<file path="src/rtl/mult_pkg.sv">
// Shared types and constants for the 8x8 multiplier accumulate slice.
package mult_pkg;

  // Edges from operand sample to product update in the external mult8x8.
  localparam int MULT8_LAT = 8;
  // Product width of an 8x8 unsigned multiply.
  localparam int PROD_W = 16;
  // Default result field widths.
  localparam int RES_ACC_W = 24;
  localparam int RES_CNT_W = 8;

  // Side-band tag travelling alongside an operand pair through the multiplier.
  typedef struct packed {
    logic v;
    logic l;
  } tag_t;

  // One group result at the default widths.
  typedef struct packed {
    logic [RES_ACC_W-1:0] data;
    logic [RES_CNT_W-1:0] count;
    logic                 ovf;
  } res_t;

  // Build the issue-side tag; 'last' only counts when the beat is accepted.
  function automatic tag_t make_tag(input logic accepted, input logic last);
    tag_t t;
    t.v = accepted;
    t.l = last & accepted;
    return t;
  endfunction

endpackage

</file>
<file path="src/rtl/mult_res_fifo.sv">
// Small synchronous first-word fall-through FIFO holding finished group results.
// The head entry is read straight from the storage flops, so the output is
// stable while it waits for a pop. Simultaneous push and pop is legal at any
// occupancy; on an empty FIFO the push is kept and the pop is ignored.
module mult_res_fifo #(
  parameter int DEPTH = 2,
  parameter int WIDTH = 8
) (
  input  logic             clk,
  input  logic             rst_n,
  input  logic             push,
  input  logic [WIDTH-1:0] wdata,
  input  logic             pop,
  output logic [WIDTH-1:0] rdata,
  output logic             full,
  output logic             empty
);

  localparam int PTR_W = (DEPTH > 1) ? $clog2(DEPTH) : 1;
  localparam int OCC_W = $clog2(DEPTH + 1);
  localparam logic [PTR_W-1:0] PTR_LAST = PTR_W'(DEPTH - 1);
  localparam logic [OCC_W-1:0] OCC_FULL = OCC_W'(DEPTH);

  logic [WIDTH-1:0] mem_q [DEPTH];
  logic [WIDTH-1:0] mem_d [DEPTH];
  logic [PTR_W-1:0] wr_ptr_q, wr_ptr_d;
  logic [PTR_W-1:0] rd_ptr_q, rd_ptr_d;
  logic [OCC_W-1:0] occ_q, occ_d;
  logic             push_ok_s;
  logic             pop_ok_s;

  // Pointer advance with wrap modulo DEPTH (DEPTH need not be a power of two).
  function automatic logic [PTR_W-1:0] ptr_next(input logic [PTR_W-1:0] p);
    return (p == PTR_LAST) ? {PTR_W{1'b0}} : p + PTR_W'(1);
  endfunction

  assign full      = (occ_q == OCC_FULL);
  assign empty     = (occ_q == {OCC_W{1'b0}});
  assign push_ok_s = push & (~full | pop);
  assign pop_ok_s  = pop & ~empty;
  assign rdata     = mem_q[rd_ptr_q];

  // Next-state for storage, pointers and occupancy.
  always_comb begin
    mem_d    = mem_q;
    wr_ptr_d = wr_ptr_q;
    rd_ptr_d = rd_ptr_q;
    occ_d    = occ_q;
    if (push_ok_s) begin
      mem_d[wr_ptr_q] = wdata;
      wr_ptr_d        = ptr_next(wr_ptr_q);
    end else begin
      wr_ptr_d = wr_ptr_q;
    end
    if (pop_ok_s) begin
      rd_ptr_d = ptr_next(rd_ptr_q);
    end else begin
      rd_ptr_d = rd_ptr_q;
    end
    case ({push_ok_s, pop_ok_s})
      2'b10:   occ_d = occ_q + OCC_W'(1);
      2'b01:   occ_d = occ_q - OCC_W'(1);
      default: occ_d = occ_q;
    endcase
  end

  // FIFO state registers; storage is cleared so the idle head reads zero.
  always_ff @(posedge clk or negedge rst_n) begin
    if (!rst_n) begin
      for (int i = 0; i < DEPTH; i++) begin
        mem_q[i] <= {WIDTH{1'b0}};
      end
      wr_ptr_q <= {PTR_W{1'b0}};
      rd_ptr_q <= {PTR_W{1'b0}};
      occ_q    <= {OCC_W{1'b0}};
    end else begin
      mem_q    <= mem_d;
      wr_ptr_q <= wr_ptr_d;
      rd_ptr_q <= rd_ptr_d;
      occ_q    <= occ_d;
    end
  end

  mult_res_fifo_chk u_chk (
    .clk   (clk),
    .rst_n (rst_n),
    .push  (push),
    .pop   (pop),
    .full  (full)
  );

endmodule

</file>
<file path="src/rtl/mult_res_fifo_chk.sv">
// Protocol checks for the result FIFO: a push must never meet a full FIFO
// unless a pop frees a slot in the same cycle.
module mult_res_fifo_chk (
  input logic clk,
  input logic rst_n,
  input logic push,
  input logic pop,
  input logic full
);

  // Credit throttling upstream guarantees this can never fire.
  a_no_push_when_full: assert property (
    @(posedge clk) disable iff (!rst_n) !(push && full && !pop)
  ) else $error("mult_res_fifo: push into full FIFO");

endmodule

</file>
<file path="src/rtl/mult8x8_accum.sv">
// Issue wrapper and group accumulator for the external pipelined mult8x8.
// A {valid,last} tag rides a shift register matched to the multiplier
// latency; when the tag emerges, the product beside it is summed into the
// running group total. Each closing beat pushes one result into a FIFO, and
// issue of closing beats is credit-limited so that FIFO can never overflow.
module mult8x8_accum
  import mult_pkg::*;
#(
  parameter int MULT_LAT  = MULT8_LAT,
  parameter int ACC_W     = RES_ACC_W,
  parameter int CNT_W     = RES_CNT_W,
  parameter int RES_DEPTH = 2
) (
  input  logic             clk,
  input  logic             rst_n,
  input  logic             in_valid,
  input  logic             in_last,
  input  logic [7:0]       in_a,
  input  logic [7:0]       in_b,
  output logic             in_ready,
  output logic [7:0]       mul_a,
  output logic [7:0]       mul_b,
  input  logic [15:0]      mul_p,
  output logic             res_valid,
  input  logic             res_ready,
  output logic [ACC_W-1:0] res_data,
  output logic [CNT_W-1:0] res_count,
  output logic             res_ovf
);

  localparam int CRD_W = $clog2(RES_DEPTH + 1);
  localparam logic [CRD_W-1:0] CRD_INIT = CRD_W'(RES_DEPTH);
  localparam logic [CNT_W-1:0] CNT_MAX  = {CNT_W{1'b1}};

  typedef struct packed {
    logic [ACC_W-1:0] data;
    logic [CNT_W-1:0] count;
    logic             ovf;
  } res_w_t;

  tag_t             tag_q [MULT_LAT];
  tag_t             tag_d [MULT_LAT];
  logic [ACC_W-1:0] acc_q, acc_d;
  logic             first_q, first_d;
  logic [CNT_W-1:0] cnt_q, cnt_d;
  logic             ovf_q, ovf_d;
  logic [CRD_W-1:0] credits_q, credits_d;

  logic             acc_in_s;
  logic             pop_s;
  logic             push_s;
  logic             fifo_full_s;
  logic             fifo_empty_s;
  logic [ACC_W:0]   sum_s;
  logic [CNT_W-1:0] cnt_new_s;
  logic             ovf_new_s;
  res_w_t           push_res_s;
  res_w_t           head_res_s;
  tag_t             tag_out_s;

  assign in_ready  = (credits_q != {CRD_W{1'b0}});
  assign acc_in_s  = in_valid & in_ready;
  assign res_valid = ~fifo_empty_s;
  assign pop_s     = res_valid & res_ready;
  assign tag_out_s = tag_q[MULT_LAT-1];

  // Operands reach the multiplier only for accepted beats; idle cycles feed zeros.
  always_comb begin
    mul_a = 8'h00;
    mul_b = 8'h00;
    if (acc_in_s) begin
      mul_a = in_a;
      mul_b = in_b;
    end else begin
      mul_a = 8'h00;
      mul_b = 8'h00;
    end
  end

  // Tag shift register: the last stage lines up with mul_p.
  always_comb begin
    tag_d[0] = make_tag(acc_in_s, in_last);
    for (int i = 1; i < MULT_LAT; i++) begin
      tag_d[i] = tag_q[i-1];
    end
  end

  // Group arithmetic: the first term of a group restarts sum, count and overflow.
  always_comb begin
    sum_s     = {1'b0, (first_q ? {ACC_W{1'b0}} : acc_q)}
              + {{(ACC_W + 1 - PROD_W){1'b0}}, mul_p};
    ovf_new_s = (first_q ? 1'b0 : ovf_q) | sum_s[ACC_W];
    if (first_q) begin
      cnt_new_s = CNT_W'(1);
    end else if (cnt_q == CNT_MAX) begin
      cnt_new_s = cnt_q;
    end else begin
      cnt_new_s = cnt_q + CNT_W'(1);
    end
  end

  // Accumulator update and result push on an aligned valid tag.
  always_comb begin
    acc_d      = acc_q;
    first_d    = first_q;
    cnt_d      = cnt_q;
    ovf_d      = ovf_q;
    push_s     = 1'b0;
    push_res_s = '{data: sum_s[ACC_W-1:0], count: cnt_new_s, ovf: ovf_new_s};
    if (tag_out_s.v) begin
      acc_d   = sum_s[ACC_W-1:0];
      cnt_d   = cnt_new_s;
      ovf_d   = ovf_new_s;
      first_d = tag_out_s.l;
      push_s  = tag_out_s.l;
    end else begin
      push_s = 1'b0;
    end
  end

  // Credits: a closing beat reserves a FIFO slot, a pop returns one.
  always_comb begin
    credits_d = credits_q;
    case ({acc_in_s & in_last, pop_s})
      2'b10:   credits_d = credits_q - CRD_W'(1);
      2'b01:   credits_d = credits_q + CRD_W'(1);
      default: credits_d = credits_q;
    endcase
  end

  // State registers; clearing the tags discards products still in the multiplier.
  always_ff @(posedge clk or negedge rst_n) begin
    if (!rst_n) begin
      for (int i = 0; i < MULT_LAT; i++) begin
        tag_q[i] <= '0;
      end
      acc_q     <= {ACC_W{1'b0}};
      first_q   <= 1'b1;
      cnt_q     <= {CNT_W{1'b0}};
      ovf_q     <= 1'b0;
      credits_q <= CRD_INIT;
    end else begin
      tag_q     <= tag_d;
      acc_q     <= acc_d;
      first_q   <= first_d;
      cnt_q     <= cnt_d;
      ovf_q     <= ovf_d;
      credits_q <= credits_d;
    end
  end

  mult_res_fifo #(
    .DEPTH (RES_DEPTH),
    .WIDTH ($bits(res_w_t))
  ) u_res_fifo (
    .clk   (clk),
    .rst_n (rst_n),
    .push  (push_s),
    .wdata (push_res_s),
    .pop   (pop_s),
    .rdata (head_res_s),
    .full  (fifo_full_s),
    .empty (fifo_empty_s)
  );

  assign res_data  = head_res_s.data;
  assign res_count = head_res_s.count;
  assign res_ovf   = head_res_s.ovf;

endmodule

</file>
<file path="config.mk">
export PLATFORM = sky130hd
export DESIGN_NAME = mult8x8_accum
export DESIGN_NICKNAME = d
export VERILOG_FILES = /design/src/rtl/mult_pkg.sv /design/src/rtl/mult_res_fifo.sv /design/src/rtl/mult_res_fifo_chk.sv /design/src/rtl/mult8x8_accum.sv
export SDC_FILE = /design/constraint.sdc
export NUM_CORES = 1
export LEC_CHECK = 0
export CAP_MARGIN = 30
export CORE_MARGIN = 3
export CORE_UTILIZATION = 40
export DETAILED_ROUTE_END_ITERATION = 6
export HOLD_SLACK_MARGIN = 0.03
export RECOVER_POWER = 100
export SLEW_MARGIN = 20
export SYNTH_ARGS = -nofsm -noshare
export SYNTH_HDL_FRONTEND = slang
export SYNTH_SLANG_ARGS = --single-unit
</file>
<file path="constraint.sdc">
create_clock -name clk -period 5.1 [get_ports clk]
set_input_delay 1.02 -clock clk [delete_from_list [all_inputs] [get_ports clk]]
set_output_delay 1.02 -clock clk [all_outputs]
set_load 0.01 [all_outputs]
</file>
==> impl_results.rst <==
.. list-table::
   :header-rows: 1

   * - Metric
     - Value
   * - Status
     - finished with violations
   * - Failing checks
     - capacitance limit, slew limit
   * - Wire length of the first global-routing pass
     - 26200 um
   * - Final global-route overflow total
     - 0
   * - EDFF count, synth
     - 0
   * - Area Growth Syn to Fin
     - 25.3%
   * - First-pass iteration count of the detailed router
     - 4
   * - Maximum number of pins on one net before global-route repair
     - 72
   * - Worst-case clock skew
     - 0.00822 ns
   * - Global routing usage summed across all routing layers
     - 0.183
   * - Area of combinational cells with multiple inputs
     - 3340 sq um
   * - Standby leakage power
     - 3.74 nW
   * - Count of input and output buffers
     - 87
   * - Total Die Area
     - ~18000 sq um
   * - Cell Area, Synth
     - 6610 sq um
   * - WP data arrival
     - 4.50 ns
   * - Clock root buffer
     - sky130_fd_sc_hd__clkbuf_16
   * - Drt total wl
     - ~16000 um
   * - Antenna-violating nets left
     - 0
   * - Reported max-cap violation count
     - 2
   * - Global placer's final weighted congestion
     - 0.868
   * - Hpwl dp
     - roughly 11000 um
   * - Post-synthesis simple-gate area fraction
     - 0.179
   * - Combinational family with the most area after synthesis
     - simple AND/OR/NAND/NOR gates
   * - Area used by sequential logic in the layout
     - 3060 sq um
   * - Cells along the critical path
     - nor2b_1 -> ha_1 -> fa_1 -> a21o_1 -> a221oi_1 -> nor4_2 -> or3_4 -> mux2_1 -> a31oi_1
   * - Count of mapped cells out of synthesis
     - 678
   * - Hold_buf cts
     - 0
   * - Worst Setup End Kind
     - flop
   * - Bufs on Longest Clock Path
     - 2
   * - PwrDens
     - 665 nW/um^2
   * - Share of the synthesized area in the top cell type
     - 0.455
   * - Critical path class
     - reg -> reg
   * - I/O pins
     - 88
   * - CTS tree
     - yes
   * - R2R setup slack
     - 0.94 ns
   * - Routed via count divided by cell count
     - 5.34
   * - Largest fanout on the critical path
     - 23
   * - Filler instances
     - 1513
   * - Count of endpoints failing setup in the final report
     - 0
   * - Post-layout minimum cycle time
     - 4.16 ns
   * - Post-layout net count
     - 815
   * - Number of cells upsized or downsized after cts
     - 0
   * - Post-route DRC violation count
     - 0
   * - Met2 routed WL
     - roughly 7700 um
   * - Clock transition at the register clock pins on the worst setup and hold paths after CTS
     - 0.06 ns
   * - Yosys warning count
     - 0
   * - Max rail drop VDD
     - about 290 uV
   * - Unrepaired setup endpoints after global routing
     - no
   * - Routed vias
     - 5272
   * - Detailed Route Iter0 Violations
     - 266
   * - Share of the clock period used by the worst path
     - 0.816
   * - Wire length on met3
     - 731 um
   * - Initial antenna violation count
     - 0
   * - Floorplan row count
     - between 40 and 50
   * - Number of buffers created by CTS
     - 17
   * - Xor/xnor cell area share of the yosys netlist
     - 0.0292
   * - Final max-slew violation count
     - 87
   * - Maximum clock frequency
     - between 200 and 250 MHz
   * - Post-synthesis adder-cell area fraction
     - 0.0390
   * - Mean instance size in the synthesized netlist
     - between 9 and 10 sq um
   * - Yosys cell types
     - 59
   * - Fraction of registers with async set or reset after synthesis
     - 1.00
   * - Antenna diodes
     - 0
   * - Multiplexer share of the synthesized area
     - 0.119
   * - Relative slew margins
     - -0.878
   * - Setup_tns
     - 0 ns
   * - Flip-flop and latch count after synthesis
     - ~120
   * - TritonCTS sink count
     - 122
   * - Top area cells in the synthesized netlist
     - sky130_fd_sc_hd__dfrtp_1 45%, sky130_fd_sc_hd__mux2_2 11%, sky130_fd_sc_hd__nand2_1 7.3%
   * - # H-tree levels
     - 4
   * - Number of endpoints with negative hold slack in the final report
     - 0
   * - Post-synthesis compound-gate area fraction
     - 0.143
   * - Share of final-layout standard cells stronger than drive strength 1
     - 0.139
   * - Area after DPL
     - roughly 7700 sq um
   * - Wirelength per Cell
     - 16.2 um
   * - Width of the die
     - 135 um
   * - Worst path top cell family by delay
     - compound AO/OA/AOI/OAI gates
   * - Peak per-stage delay on the critical path
     - 1.15 ns
   * - Height of the die
     - 135 um
   * - Clock Latency Late Sink
     - between 0.4 and 0.5 ns
   * - Number of global-route vias before repair
     - 5201
   * - Worst min-delay path category
     - reg -> reg
   * - Critical Path Start Type
     - flop
   * - Design Area, Final
     - slightly above 8000 sq um
   * - Total nets after synthesis
     - 735
   * - Cell type with the highest aggregate area in the netlist
     - sky130_fd_sc_hd__dfrtp_1
   * - Worst-Margin Slew
     - 2.82 ns
   * - Setup fix buffers added after clock tree synthesis
     - 0
   * - Total buffers and inverters traversed by the critical path
     - 0
   * - Top metal layer carrying routed signals
     - met4
   * - Ys flop type
     - sky130_fd_sc_hd__dfrtp_1
   * - Sequential cell area fraction in the yosys report
     - 0.463
   * - Highest-delay cell along the critical path
     - sky130_fd_sc_hd__dfstp_1
   * - Wire length on met1
     - 7310 um
   * - Starting density of the core
     - 0.413
   * - Required time of the critical path
     - 5.44 ns
   * - Placeable core area
     - roughly 16000 sq um
[state kept, by name (all words and copies together), names as in the netlist]
register             cells
acc_q                   24
cnt_q                    8
credits_q                2
first_q                  1
ovf_q                    1
tag_d                   14
tag_out_s                2
u_res_fifo.mem_q        66
u_res_fifo.occ_q         2
u_res_fifo.rd_ptr_q      1
u_res_fifo.wr_ptr_q      1
[cells in the final DEF, fill, tap and decap left out, drive strengths merged, types with 7 or more instances in the layout]
cell / instances
a21o: 8
a21oi: 33
a31oi: 8
and3: 24
clkbuf: 25
clkdlybuf4s50: 39
dfrtp: 120
dlygate4sd3: 47
ha: 19
inv: 13
mux2: 66
nand2: 128
nand3: 11
nor2: 33
nor2b: 21
nor3: 9
o211ai: 9
o21ai: 37
o31ai: 11
xnor2: 15
xor2: 7
[power breakdown]
group | internal (mW) | switching (mW) | total [mW]
registers | 1.39 | 0.270 | 1.66
clock network | 0.785 | 0.451 | 1.24
logic | 1.22 | 1.39 | 2.62
[cell type report]
type	instances	area share
clock buffer	19	0.0535
clock inverter	13	0.0203
inverter	11	0.00499
multi-input combinational	508	0.404
sequential	122	0.369
tap	216	0.0326
timing repair buffer	98	0.115
[Yosys cell counts (4+ instances only)]
library cell	instances
sky130_fd_sc_hd__nand2_1	128
sky130_fd_sc_hd__dfrtp_1	120
sky130_fd_sc_hd__mux2_2	65
sky130_fd_sc_hd__o21ai_0	37
sky130_fd_sc_hd__a21oi_1	33
sky130_fd_sc_hd__nor2_1	33
sky130_fd_sc_hd__clkbuf_1	24
sky130_fd_sc_hd__and3_1	23
sky130_fd_sc_hd__nor2b_1	21
sky130_fd_sc_hd__ha_1	19
sky130_fd_sc_hd__xnor2_1	15
sky130_fd_sc_hd__nand3_1	11
sky130_fd_sc_hd__o31ai_1	11
sky130_fd_sc_hd__inv_1	10
sky130_fd_sc_hd__buf_1	9
sky130_fd_sc_hd__o211ai_1	9
sky130_fd_sc_hd__a31oi_1	8
sky130_fd_sc_hd__nor3_1	8
sky130_fd_sc_hd__a21o_1	7
sky130_fd_sc_hd__xor2_1	7
sky130_fd_sc_hd__o21a_1	6
sky130_fd_sc_hd__a211oi_1	5
sky130_fd_sc_hd__and2_1	5
sky130_fd_sc_hd__a211o_1	4
sky130_fd_sc_hd__buf_2	4
sky130_fd_sc_hd__mux2i_1	4
sky130_fd_sc_hd__o2111ai_1	4
[worst paths after layout]
check / start / end / cells past startpoint
worst max-delay path: first_q / u_res_fifo.mem_q[60] / 9
worst min-delay path: tag_d[7] / tag_d[5] / 0
worst max register to register: first_q / u_res_fifo.mem_q[60] / 9
worst min register to register: tag_d[7] / tag_d[5] / 0
max in group asynchronous: rst_n / acc_q[13] / 2
min in group asynchronous: rst_n / cnt_q[6] / 2
[through the flow]
step | utilization | worst slack [ns] | cells | total power, mW | hold WS [ns]
finish | 0.517 | 0.940 | 987 | 5.51 | 0.343
global route | 0.517 | 0.720 | 987 | 5.92 | 0.349
CTS | 0.518 | 1.58 | 985 | 5.66 | 0.347
detailed placement | 0.479 | 1.32 | 953 | 4.40 | 0.336
global placement | 0.479 | 1.37 | 953 | 4.31 | 0.333
floorplan | - | 1.80 | 678 | 3.47 | 0.331
[layer usage]
metal  vias to the layer above  track usage
met5                         -            0
met4                         0       0.0650
met3                        22       0.0443
li1                       2566            -
met2                       130        0.302
met1                      2554        0.236
[logic make-up (layout without fill, tap and decap cells)]
logic type	Yosys count	after routing
buffers and inverters	48	141
flip-flops	122	122
XOR/XNOR	22	22
adder cells (fa/ha/maj)	20	20
multiplexers	70	70
AO/OA/AOI/OAI	144	144
AND/OR/NAND/NOR	252	252
Note: power is estimated with default switching activity, not from simulation.
